`src/rtl/bin_to_bcd_seq_pkg.sv`:
```
// Shared constants and state encoding for the sequential binary-to-BCD converter.
package bin_to_bcd_seq_pkg;

    localparam int BIN_W  = 14;
    localparam int DIGITS = 4;
    localparam int BCD_W  = DIGITS * 4;
    localparam int WORK_W = BCD_W + BIN_W;
    localparam int ITER   = 14;
    localparam int CNT_W  = 4;

    localparam logic [BIN_W-1:0] MAX_DEC   = 14'd9999;
    localparam logic [3:0]       OVF_CODE  = 4'hA;
    localparam logic [CNT_W-1:0] LAST_ITER = 4'd13;

    typedef enum logic [1:0] {
        IDLE  = 2'd0,
        SHIFT = 2'd1,
        OVF   = 2'd2
    } state_t;

    // Display word shown for out-of-range inputs: a dash in every digit.
    function automatic logic [BCD_W-1:0] ovf_word();
        return {DIGITS{OVF_CODE}};
    endfunction

endpackage

```
`src/rtl/bin_to_bcd_seq_adj_digit.sv`:
```
// One double-dabble correction step for a single BCD digit.
module bcd_adj_digit (
    input  logic [3:0] digit_i,
    output logic [3:0] digit_o
);

    // Add 3 to digits of 5 or more so the following shift carries correctly.
    always_comb begin
        digit_o = digit_i;
        if (digit_i >= 4'd5) begin
            digit_o = digit_i + 4'd3;
        end else begin
            digit_o = digit_i;
        end
    end

endmodule

```
`src/rtl/bin_to_bcd_seq.sv`:
```
// Sequential 14-bit binary to 4-digit BCD converter (shift-and-add-3),
// one bit per cycle, with a single-cycle path for values above 9999.
module bin_to_bcd_seq
    import bin_to_bcd_seq_pkg::*;
(
    input  logic             clk,
    input  logic             reset,
    input  logic [BIN_W-1:0] in_bin,
    input  logic             in_valid,
    output logic             in_ready,
    output logic [BCD_W-1:0] bcd_out,
    output logic             out_valid,
    output logic             overflow
);

    state_t              state_q, state_d;
    logic [WORK_W-1:0]   work_q, work_d;
    logic [CNT_W-1:0]    cnt_q, cnt_d;
    logic [BCD_W-1:0]    bcd_q, bcd_d;
    logic                ovf_q, ovf_d;
    logic                vld_q, vld_d;
    logic [BCD_W-1:0]    adj_s;
    logic [WORK_W-1:0]   shift_s;
    logic                accept_s;

    for (genvar g = 0; g < DIGITS; g++) begin : g_adj
        bcd_adj_digit u_adj (
            .digit_i (work_q[BIN_W + 4*g +: 4]),
            .digit_o (adj_s[4*g +: 4])
        );
    end

    // Adjusted digits above the untouched binary part, shifted as one word.
    always_comb begin
        shift_s  = {adj_s, work_q[BIN_W-1:0]} << 1;
        accept_s = in_valid && (state_q == IDLE);
    end

    // State register.
    always_ff @(posedge clk) begin
        if (reset) begin
            state_q <= IDLE;
        end else begin
            state_q <= state_d;
        end
    end

    // Next-state selection.
    always_comb begin
        state_d = state_q;
        case (state_q)
            IDLE: begin
                if (accept_s) begin
                    state_d = (in_bin > MAX_DEC) ? OVF : SHIFT;
                end else begin
                    state_d = IDLE;
                end
            end
            SHIFT: begin
                if (cnt_q == LAST_ITER) begin
                    state_d = IDLE;
                end else begin
                    state_d = SHIFT;
                end
            end
            OVF:     state_d = IDLE;
            default: state_d = IDLE;
        endcase
    end

    // Outputs decoded from state.
    always_comb begin
        in_ready = 1'b0;
        case (state_q)
            IDLE:    in_ready = 1'b1;
            default: in_ready = 1'b0;
        endcase
    end

    // Datapath next values; results only change when a conversion finishes.
    always_comb begin
        work_d = work_q;
        cnt_d  = cnt_q;
        bcd_d  = bcd_q;
        ovf_d  = ovf_q;
        vld_d  = 1'b0;
        case (state_q)
            IDLE: begin
                if (accept_s) begin
                    work_d = {{BCD_W{1'b0}}, in_bin};
                    cnt_d  = {CNT_W{1'b0}};
                end else begin
                    work_d = work_q;
                end
            end
            SHIFT: begin
                work_d = shift_s;
                cnt_d  = cnt_q + 4'd1;
                if (cnt_q == LAST_ITER) begin
                    bcd_d = shift_s[WORK_W-1:BIN_W];
                    ovf_d = 1'b0;
                    vld_d = 1'b1;
                end else begin
                    vld_d = 1'b0;
                end
            end
            OVF: begin
                bcd_d = ovf_word();
                ovf_d = 1'b1;
                vld_d = 1'b1;
            end
            default: begin
                vld_d = 1'b0;
            end
        endcase
    end

    // Datapath registers.
    always_ff @(posedge clk) begin
        if (reset) begin
            work_q <= {WORK_W{1'b0}};
            cnt_q  <= {CNT_W{1'b0}};
            bcd_q  <= {BCD_W{1'b0}};
            ovf_q  <= 1'b0;
            vld_q  <= 1'b0;
        end else begin
            work_q <= work_d;
            cnt_q  <= cnt_d;
            bcd_q  <= bcd_d;
            ovf_q  <= ovf_d;
            vld_q  <= vld_d;
        end
    end

    assign bcd_out   = bcd_q;
    assign overflow  = ovf_q;
    assign out_valid = vld_q;

endmodule

```
`config.mk`:
```
export PLATFORM = sky130hd
export DESIGN_NAME = bin_to_bcd_seq
export DESIGN_NICKNAME = d
export VERILOG_FILES = /design/src/rtl/bin_to_bcd_seq_pkg.sv /design/src/rtl/bin_to_bcd_seq_adj_digit.sv /design/src/rtl/bin_to_bcd_seq.sv
export SDC_FILE = /design/constraint.sdc
export NUM_CORES = 1
export LEC_CHECK = 0
export CAP_MARGIN = 40
export CORE_ASPECT_RATIO = 1.2
export CORE_UTILIZATION = 31
export DETAILED_ROUTE_END_ITERATION = 10
export PLACE_DENSITY_LB_ADDON = 0.2
export RECOVER_POWER = 50
export SLEW_MARGIN = 20
export SYNTH_ARGS = -nofsm -noshare
export SYNTH_HDL_FRONTEND = slang
export SYNTH_SLANG_ARGS = --single-unit
```
`constraint.sdc`:
```
create_clock -name clk -period 4.2 [get_ports clk]
set_input_delay 0.42 -clock clk [delete_from_list [all_inputs] [get_ports clk]]
set_output_delay 0.42 -clock clk [all_outputs]
set_load 0.02 [all_outputs]
```
==> flow_summary.yaml <==
power_and_ir_drop:
  power_frac_comb_pct: 14.5
  leakage_nw: 1.13
  switching_share_pct: 26.6
  p_clk_share_pct: 30.5
  p_per_area_nw_per_um2: 328
  internal_power_uw: 727
  p_seq_share_pct: 55.0
  peakVddDrop_uv: 133
  finalPower_uw: 990
  switchingPower_uw: 263
placement:
  placed_area_um2: 2940
  gp_congestion: 0.736
  dpl.hpwl_mm: 4.17
  place_inst: 379
  numPortBuffers: 35
logic_synthesis:
  avgSynthCellArea_um2: 9.69
  async_reset_ff_share_pct: 0
  syn_nets: 289
  seq_area_frac_synth_pct: 43.1
  synth-edff-count: 0
  syn_area_um2: 2510
  yosysUniqueCellTypes: 41
  ys_warn_count: 0
  syn-instance-count: 259
  synth_ff_type: "dfxtp_1"
  synth_seq_cells: 54
worst_setup_path:
  endpoint_kind: "register"
  worst-path-stages: 7
  path_cells: "inv_1, ha_1, clkbuf_1, nand4_1, nor2_1, nand2_1, o32ai_1"
  critPathLaunchType: "register"
  reg2reg_slack_ns: 1.21
  crit_path_end: "bcd_out[8]"
  arrival_ns: 3.20
  slowest_delay_ns: 1.03
  reg2reg_depth: 7
  reg2reg_from: "state_q[1]"
  crit_family: "simple AND/OR/NAND/NOR gates"
  worstSetupPathType: "register to register"
  r2r_end: "bcd_out[8]"
  startpoint: "state_q[1]"
  required_ns: 4.41
  worstPathMaxFanout: 23
  slowest_stage: "clkbuf_1"
  critical_path_buf_inv_count: 2
timing:
  relSlewSlack_pct: 7.22
  rsz0062_at_grt: "false"
  fmax_ghz: 0.334
  min_period_ns: 2.99
  setup_viol: 0
  tns_ns: 0
  tightestPinTransition_ns: 1.39
  drv_slew: 0
  hold_viol_final: 0
  worst_clock_skew_ns: 0.00387
  fin_crit_sh_pct: 71.2
drt:
  ant_nets: 0
  routed.top_layer: "met4"
  wl_per_cell_um: 15.1
  route.vias.total: 1990
  drt-met1-wl_mm: 2.83
  firstDrtPassIters: 7
  drt_iter0_drc: 75
  vias_per_cell: 5.14
  route.met2.wl_mm: 2.71
  drc_errors: 10
  wirelength_mm: 5.84
  wl_met3_um: 271
layout:
  drive_gt1_share_pct: 7.46
  antenna_cells: 0
  final_cells: 387
  area_growth_syn_to_layout_pct: 20.4
  num-nets-final: 324
  post-route-util_pct: 39.0
  fin_area_um2: 3020
cts:
  clock-sinks: 54
  cts_max_level: 2
  post_cts_resized: 0
  clkSlewWorstSetupHoldPaths_ns: 0.09
  cts-root-buf: "clkbuf_8"
  cts_setup_buffers: 0
  ctsLongestPathBuffers: 2
  cts.hold.buffers_added: 0
  cts_tree: "done"
  cts_made_buffers: 5
  clock_latency_ns: 0.30
min_path:
  min_path_type: "register to register"
grt:
  grt_overflow: 0
  track_usage_pct: 14.3
  grt_start_max_net_pins: 28
  first_global_vias: 1896
  antenna_found_initial: 0
  grt_pass1_wl_mm: 9.54
floorplanning:
  die-area_um2: 8460
  pin_count: 36
  die_h_um: 101
  start_util_pct: 32.4
  coreArea_um2: 7750
  num_rows: 35
  die_w_um: 84.1
run_status:
  failed_checks: "DRC"
  status: "finished with violations"
job:
  cap_viol_max_count: 0
-- state kept, by name (all words and copies together), names as in the netlist --
| name | flops |
|---|---|
| bcd_out | 16 |
| out_valid | 1 |
| state_q | 2 |
| work_q | 30 |
| overflow | 1 |
| cnt_q | 4 |
-- power groups by stage --
| stage | logic [mW] | registers, mW | clock network (mW) |
|---|---|---|---|
| finish | 0.143 | 0.545 | 0.302 |
| global route | 0.159 | 0.548 | 0.335 |
| CTS | 0.148 | 0.545 | 0.314 |
| detailed placement | 0.148 | 0.557 | 0 |
| global placement | 0.145 | 0.557 | 0 |
| floorplan | 0.0970 | 0.559 | 0 |
-- stage by stage --
stage               hold slack [ns]  worst slack (ns)
floorplan                     0.432              2.55
global placement              0.444              1.67
detailed placement            0.467              1.94
CTS                           0.481              1.98
global route                  0.512             0.925
finish                        0.472              1.21
-- metal layers --
| layer | vias up | GRT usage, % |
|---|---|---|
| met1 | 928 | 18.8 |
| met2 | 47 | 24.0 |
| met4 | 0 | 3.05 |
| met3 | 5 | 3.11 |
| met5 | - | 0 |
| li1 | 1010 | - |
-- cell usage after synthesis (all sizes together) (3+ instances only) --
master	instances	area (µm²)
dfxtp	54	1080
nor2	32	123
a211oi	19	178
a21oi	17	85.1
mux2i	17	170
inv	16	60.1
ha	13	163
buf	9	61.3
o21ai	9	60.1
nand2	7	26.3
nand2b	7	46.3
nor3b	7	52.6
a22o	6	52.6
a2bb2oi	5	43.8
o2bb2ai	5	43.8
a32o	4	40.0
nand3	4	20.0
nor3	4	20.0
xnor2	4	35.0
nand4	3	18.8
o32ai	3	26.3
-- kinds of logic (layout without fill, tap and decap cells) --
kind of cell / Yosys count / after routing / synth area share [%]
simple gates: 68 / 68 / 13.3
buf+inv: 28 / 64 / 5.29
compound gates: 75 / 75 / 23.6
mux: 17 / 17 / 6.78
flops: 54 / 54 / 43.1
fa+ha+maj: 13 / 13 / 6.48
xor+xnor: 4 / 4 / 1.40
-- layout by cell type, fill, tap and decap left out, drive strengths merged, types with 2 or more instances in the layout --
cell type | Yosys | layout
dfxtp | 54 | 54
nor2 | 32 | 32
dlygate4sd3 | 0 | 19
a211oi | 19 | 19
a21oi | 17 | 17
mux2i | 17 | 17
clkdlybuf4s50 | 0 | 16
inv | 16 | 16
ha | 13 | 13
o21ai | 9 | 9
clkbuf | 2 | 8
nor3b | 7 | 7
nand2 | 7 | 7
nand2b | 7 | 7
a22o | 6 | 6
o2bb2ai | 5 | 5
a2bb2oi | 5 | 5
xnor2 | 4 | 4
a32o | 4 | 4
nand3 | 4 | 4
nor3 | 4 | 4
nand4 | 3 | 3
o32ai | 3 | 3
buf | 9 | 3
a22oi | 2 | 2
o221a | 2 | 2
clkinv | 1 | 2
-- final cells by class --
type,instances,area (µm²)
fillers,781,4730
multi-input cells,177,1290
flip-flops and latches,54,1080
repair buffers,39,380
well taps,92,115
clock buffers,7,86.3
inverters,17,63.8
clock inverters,1,5.00
-- worst reg2reg max path, stage by stage (launching register included) --
cell and delay, ns:
dfxtp_1 0.32, inv_1 0.07, ha_1 0.18, clkbuf_1 1.03
nand4_1 0.23, nor2_1 0.68, nand2_1 0.22, o32ai_1 0.17
-- worst min-delay path by stage --
stage | start | end | cells after the start
after floorplan | work_q[0] | work_q[0] | 2
after global placement | work_q[0] | work_q[0] | 2
after detailed placement | work_q[27] | work_q[27] | 1
after CTS | work_q[0] | work_q[0] | 2
after global routing | bcd_out[4] | bcd_out[4] | 2
final | work_q[0] | work_q[0] | 2
Note: power is estimated with default switching activity, not from simulation.
